<file path="src/rtl/ip_pwm_decoder.sv">
// Second-order CIC (sinc2) decimator turning a first-order delta-sigma bit stream into 17-bit signed samples.
// Optional saturation flag output enabled by defining IP_PWM_DECODER_CLIP_EN.
module ip_pwm_decoder #(
  parameter int DECIM_LOG2 = 6
) (
  input  logic        clk,
  input  logic        reset,
  input  logic        enable,
  input  logic        pwm_wave,
  output logic [16:0] signal_level,
`ifdef IP_PWM_DECODER_CLIP_EN
  output logic        signal_clip,
`endif
  output logic        signal_valid
);

  localparam int W  = 2 * DECIM_LOG2 + 1;
  localparam int SH = 17 - 2 * DECIM_LOG2;

  typedef enum logic [1:0] {WARMUP0, WARMUP1, RUN} state_t;

  state_t                state_q, state_d;
  logic [W-1:0]          integ1_q, integ1_d;
  logic [W-1:0]          integ2_q, integ2_d;
  logic [W-1:0]          dly1_q, dly1_d;
  logic [W-1:0]          dly2_q, dly2_d;
  logic [W-1:0]          acc_q, acc_d;
  logic [DECIM_LOG2-1:0] cnt_q, cnt_d;
  logic                  pend_q, pend_d;
  logic [16:0]           level_q, level_d;
  logic                  valid_q, valid_d;
  logic [W-1:0]          comb1, comb2;
  logic [17:0]           acc_sh;
  logic                  boundary;
  logic                  sat;
`ifdef IP_PWM_DECODER_CLIP_EN
  logic                  clip_q, clip_d;
`endif

  always_comb begin
    state_d  = state_q;
    integ1_d = integ1_q;
    integ2_d = integ2_q;
    dly1_d   = dly1_q;
    dly2_d   = dly2_q;
    acc_d    = acc_q;
    cnt_d    = cnt_q;
    pend_d   = 1'b0;
    level_d  = level_q;
    valid_d  = pend_q;
    boundary = enable && (cnt_q == '1);

    if (enable) begin
      integ1_d = integ1_q + {{(W-1){1'b0}}, pwm_wave};
      integ2_d = integ2_q + integ1_d;
      cnt_d    = cnt_q + 1'b1;
    end

    // Modulo arithmetic in the combs cancels any integrator wrap.
    comb1 = integ2_d - dly1_q;
    comb2 = comb1 - dly2_q;

    if (boundary) begin
      dly1_d = integ2_d;
      dly2_d = comb1;
      acc_d  = comb2;
      pend_d = (state_q == RUN);
      case (state_q)
        WARMUP0: state_d = WARMUP1;
        WARMUP1: state_d = RUN;
        default: state_d = RUN;
      endcase
    end

    // acc only reaches 2^17 after the shift at full scale; anything below
    // maps to signed by flipping the MSB (subtracting 65536).
    acc_sh = 18'(acc_q) << SH;
    sat    = acc_sh[17];
    if (pend_q) begin
      level_d = sat ? 17'h0FFFF : {~acc_sh[16], acc_sh[15:0]};
    end
  end

`ifdef IP_PWM_DECODER_CLIP_EN
  always_comb begin
    clip_d = clip_q;
    if (pend_q) clip_d = sat;
  end
`endif

  always_ff @(posedge clk or posedge reset) begin
    if (reset) begin
      state_q  <= WARMUP0;
      integ1_q <= '0;
      integ2_q <= '0;
      dly1_q   <= '0;
      dly2_q   <= '0;
      acc_q    <= '0;
      cnt_q    <= '0;
      pend_q   <= 1'b0;
      level_q  <= 17'h00000;
      valid_q  <= 1'b0;
`ifdef IP_PWM_DECODER_CLIP_EN
      clip_q   <= 1'b0;
`endif
    end else begin
      state_q  <= state_d;
      integ1_q <= integ1_d;
      integ2_q <= integ2_d;
      dly1_q   <= dly1_d;
      dly2_q   <= dly2_d;
      acc_q    <= acc_d;
      cnt_q    <= cnt_d;
      pend_q   <= pend_d;
      level_q  <= level_d;
      valid_q  <= valid_d;
`ifdef IP_PWM_DECODER_CLIP_EN
      clip_q   <= clip_d;
`endif
    end
  end

  assign signal_level = level_q;
  assign signal_valid = valid_q;
`ifdef IP_PWM_DECODER_CLIP_EN
  assign signal_clip  = clip_q;
`endif

endmodule

</file>
<file path="config.mk">
export PLATFORM = sky130hd
export DESIGN_NAME = ip_pwm_decoder
export DESIGN_NICKNAME = d
export VERILOG_FILES = /design/src/rtl/ip_pwm_decoder.sv
export SDC_FILE = /design/constraint.sdc
export NUM_CORES = 1
export LEC_CHECK = 0
export CORE_AREA = 2 2 116 118
export DETAILED_ROUTE_END_ITERATION = 12
export DIE_AREA = 0 0 118 120
export PLACE_DENSITY = 0.62
export SLEW_MARGIN = 20
export SYNTH_ARGS = -nofsm -noshare
export SYNTH_HDL_FRONTEND = slang
export SYNTH_SLANG_ARGS = --single-unit
</file>
<file path="constraint.sdc">
create_clock -name clk -period 6.4 [get_ports clk]
set_clock_uncertainty 0.05 [all_clocks]
set_input_delay 1.28 -clock clk [delete_from_list [all_inputs] [get_ports clk]]
set_output_delay 1.28 -clock clk [all_outputs]
set_load 0.05 [all_outputs]
</file>
==> run_results.csv <==
group,metric,value,unit
layout,layout.core_utilization,46.3,%
setup_path,worst_setup_path_end_kind,"register",
floorplan,starting_density_of_the_core,39.2,%
floorplan,dieHeight,120,µm
detailed_routing,vias_per_cell,4.91,
setup_path,criticalPathCategory,"input pin to register",
clock_tree,cts.reportedPaths.clkPinSlew,0.07,ns
clock_tree,cts_root_buf,"sky130_fd_sc_hd__clkbuf_16",
setup_path,crit_arrival,6.29,ns
synthesis,instance_count_of_the_mapped_netlist,511,
clock_tree,cts_tree,"yes",
timing,timing_max_transition_violations_final,0,
timing,maxSlewHeadroom,47.0,%
detailed_routing,detail_route.drc_violations,0,
floorplan,fp.dieW,118,µm
layout,flow.area_growth_from_synthesis,18.1,%
detailed_routing,postRouteAntennaNets,0,
hold_path,timing.hold.worst.class,"register to register",
global_route,groute.layer.met1.usage,16.8,%
global_route,grt_max_degree,89,
global_route,gr-usage-all-layers,13.7,%
detailed_routing,dr_total_vias,3607,
synthesis,ys.warnings.count,0,
synthesis,synthesis.nets,558,
synthesis,ys_ff_latch,88,
global_route,global_route.overflow_total,0,
synthesis,post_synth_instance_area,0.00509,mm²
floorplan,fp.dieArea,0.0142,mm²
detailed_routing,drt-pass1-iter-count,4,
timing,final_total_negative_setup_slack,0,ns
setup_path,required,6.57,ns
global_route,globalRoute.busiestLayer,"met2",
floorplan,fp.coreArea,0.0130,mm²
setup_path,max_stage_delay,0.49,ns
setup_path,critPathLaunch,"pwm_wave",
place,place.gp.congestion,0.791,
clock_tree,cts_max_level,3,
clock_tree,ctsHoldBuffers,0,
power,finalPower,2.85,mW
setup_path,critPathSlowestCell,"sky130_fd_sc_hd__clkdlybuf4s50_1",
floorplan,std_cell_rows,42,
timing,achievable-frequency,163,MHz
setup_path,regToRegSetupSlack,1.34,ns
place,placed_cell_count,718,
timing,setup_viol_count_final,0,
global_route,grt_antenna_before_repair,0,
power,peakVddDrop,229,µV
layout,stdcell_count,734,
timing,final-hold-violation-count,0,
power,power_density,474,mW/mm²
timing,worst_pin_slew,0.795,ns
global_route,grt_pass1_vias,3626,
detailed_routing,post_drt_wl_per_cell,12.6,µm
place,detailedPlacementHpwl,6.64,mm
global_route,use_met2,23.7,%
floorplan,io-pin-count,22,
setup_path,worstReg2RegEnd,"acc_q[12]",
layout,final_layout_net_count,600,
layout,drive_gt1_share,14.2,%
clock_tree,clk-insertion-delay-late,0.34,ns
run,maxCapViolCount,0,
synthesis,seq_area_frac_synth,43.3,%
status,status,"completed",
clock_tree,postCtsSetupBuffers,0,
power,static-leakage-power,2.92,nW
detailed_routing,drt_iter0_drc,178,
clock_tree,tritoncts.num_buffers,9,
setup_path,setup.worst_path.start_class,"input pin",
layout,final_design_area_no_fill,0.00601,mm²
synthesis,synth_area_per_cell,9.95,µm²
setup_path,crit_fanout,4,
timing,fin_crit,6.12,ns
clock_tree,clockBufferDepth,2,
place,place.port_buffers,21,
global_route,grt.met3_usage,2.76,%
clock_tree,clk_sink_count,88,
synthesis,yosysUniqueCellTypes,50,
setup_path,r2r.worst_path.cells,28,
place,dpl-instance-area,0.00564,mm²
global_route,grt_pass1_wl,16.0,mm
setup_path,rr_startpoint,"integ1_q[0]",
clock_tree,cts_repair_resize_count,0,
setup_path,worst_setup_path_endpoint,"acc_q[12]",
detailed_routing,drt-total-wl,9.22,mm
timing,min_period_over_period,95.6,%
layout,diodes,0,
## sequential cells by signal, summed over array words and instances, names as in the netlist
name and cells:
acc_q 13, cnt_q 6, dly1_q 13, dly2_q 13, integ1_q 13, integ2_q 13
pend_q 1, signal_level 13, signal_valid 1, state_q 2
## placed cells by master (no fill, tap or decap), drive strengths merged, types with 2 or more instances in the layout
cell type	synthesis	final
a21o	10	10
a21oi	15	15
clkbuf	13	10
mux2	14	14
buf	8	31
xor2	16	16
fa	3	3
and4	4	4
a211oi	3	3
nand2b	7	7
nand2	65	65
or3	2	2
nand3	10	10
a21boi	7	7
a31o	2	2
and3	5	5
ha	40	40
o21ai	50	50
o31ai	3	3
o21a	2	2
clkdlybuf4s50	0	21
nor2b	5	5
nand4	6	6
nor3	6	6
mux2i	3	3
xnor2	39	39
inv	39	41
clkinv	0	3
o22a	11	11
nor2	24	24
dfrtp	88	88
## through the flow
step | worst slack [ns] | hold WS, ns
2_1_floorplan | 0.642 | 0.373
3_3_place_gp | -0.0280 | 0.392
3_5_place_dp | -0.176 | 0.404
4_1_cts | 0.153 | 0.413
5_1_grt | -0.0730 | 0.448
6_report | 0.279 | 0.407
## power breakdown
group	total (mW)	switching [mW]	internal, mW
clock	0.549	0.230	0.319
combinational	1.53	0.793	0.739
sequential	0.770	0.0938	0.676
total	2.85	1.12	1.73
## per-layer routing
metal / wire length [µm] / share of wire (%) / up-vias
li1: - / - / 1818
met1: 4270 / 46 / 1746
met2: 4560 / 50 / 25
met3: 177 / 1.9 / 18
met4: 210 / 2.3 / 0
met5: 0 / 0 / -
## worst max-delay path, delay by kind of cell
family / cells / cell delay, ns
buffers and inverters: 3 / 0.74
XOR/XNOR: 5 / 0.75
multiplexers: 1 / 0.28
AND/OR/NAND/NOR: 7 / 0.66
AO/OA/AOI/OAI: 9 / 1.45
adder cells (fa/ha/maj): 4 / 1.10
## layout make-up
cell class                      instances  area (µm²)
Tap cell                              176         220
Inverter                               39         148
Timing Repair Buffer                   52         447
Fill cell                            1215        6970
Sequential cell                        88        2200
Clock inverter                          6        73.8
Multi-Input combinational cell        363        2680
Clock buffer                           10         239
## synth_stat cells (all sizes together)
cell type / number / area [µm²]
nor2b: 5 / 31.3
o2111ai: 1 / 8.76
a21boi: 7 / 52.6
fa: 3 / 60.1
inv: 39 / 146
and4: 4 / 40.0
and3: 5 / 31.3
o21ai: 50 / 250
or3: 2 / 12.5
mux2: 14 / 158
xnor2: 39 / 349
o21bai: 1 / 7.51
nor3b: 1 / 7.51
o21a: 2 / 15.0
clkbuf: 13 / 48.8
nor3: 6 / 30.0
dfrtp: 88 / 2200
nand3: 10 / 50.1
xor2: 16 / 155
o211a: 1 / 10.0
mux2i: 3 / 42.5
o31ai: 3 / 22.5
nand4: 6 / 52.6
a21o: 10 / 75.1
o22a: 11 / 96.3
a2111o: 1 / 11.3
ha: 40 / 500
nand2: 65 / 244
or2: 1 / 8.76
buf: 8 / 60.1
a211oi: 3 / 22.5
xor3: 1 / 25.0
a21oi: 15 / 75.1
a311oi: 1 / 8.76
nor2: 24 / 90.1
o311ai: 1 / 8.76
a31o: 2 / 17.5
nand2b: 7 / 43.8
a2bb2oi: 1 / 8.76
o22ai: 1 / 6.26
## kinds of logic after synthesis
group / Yosys count / synth area share, %
adder cells (fa/ha/maj): 43 / 11.0
flip-flops: 88 / 43.3
buffers and inverters: 60 / 5.02
AND/OR/NAND/NOR: 136 / 12.6
AO/OA/AOI/OAI: 111 / 13.7
XOR/XNOR: 56 / 10.4
multiplexers: 17 / 3.94
## worst min path at each step
stage                             endpoint  startpoint  cells after the start  slack (ns)
after global routing      signal_level[16]   acc_q[11]                      1        0.45
after floorplan           signal_level[16]   acc_q[11]                      1        0.37
after global placement    signal_level[16]   acc_q[11]                      1        0.39
after CTS                 signal_level[16]   acc_q[11]                      1        0.41
final                     signal_level[16]   acc_q[11]                      1        0.41
after detailed placement  signal_level[16]   acc_q[11]                      1        0.40
Power figures use the tool's default switching activity.
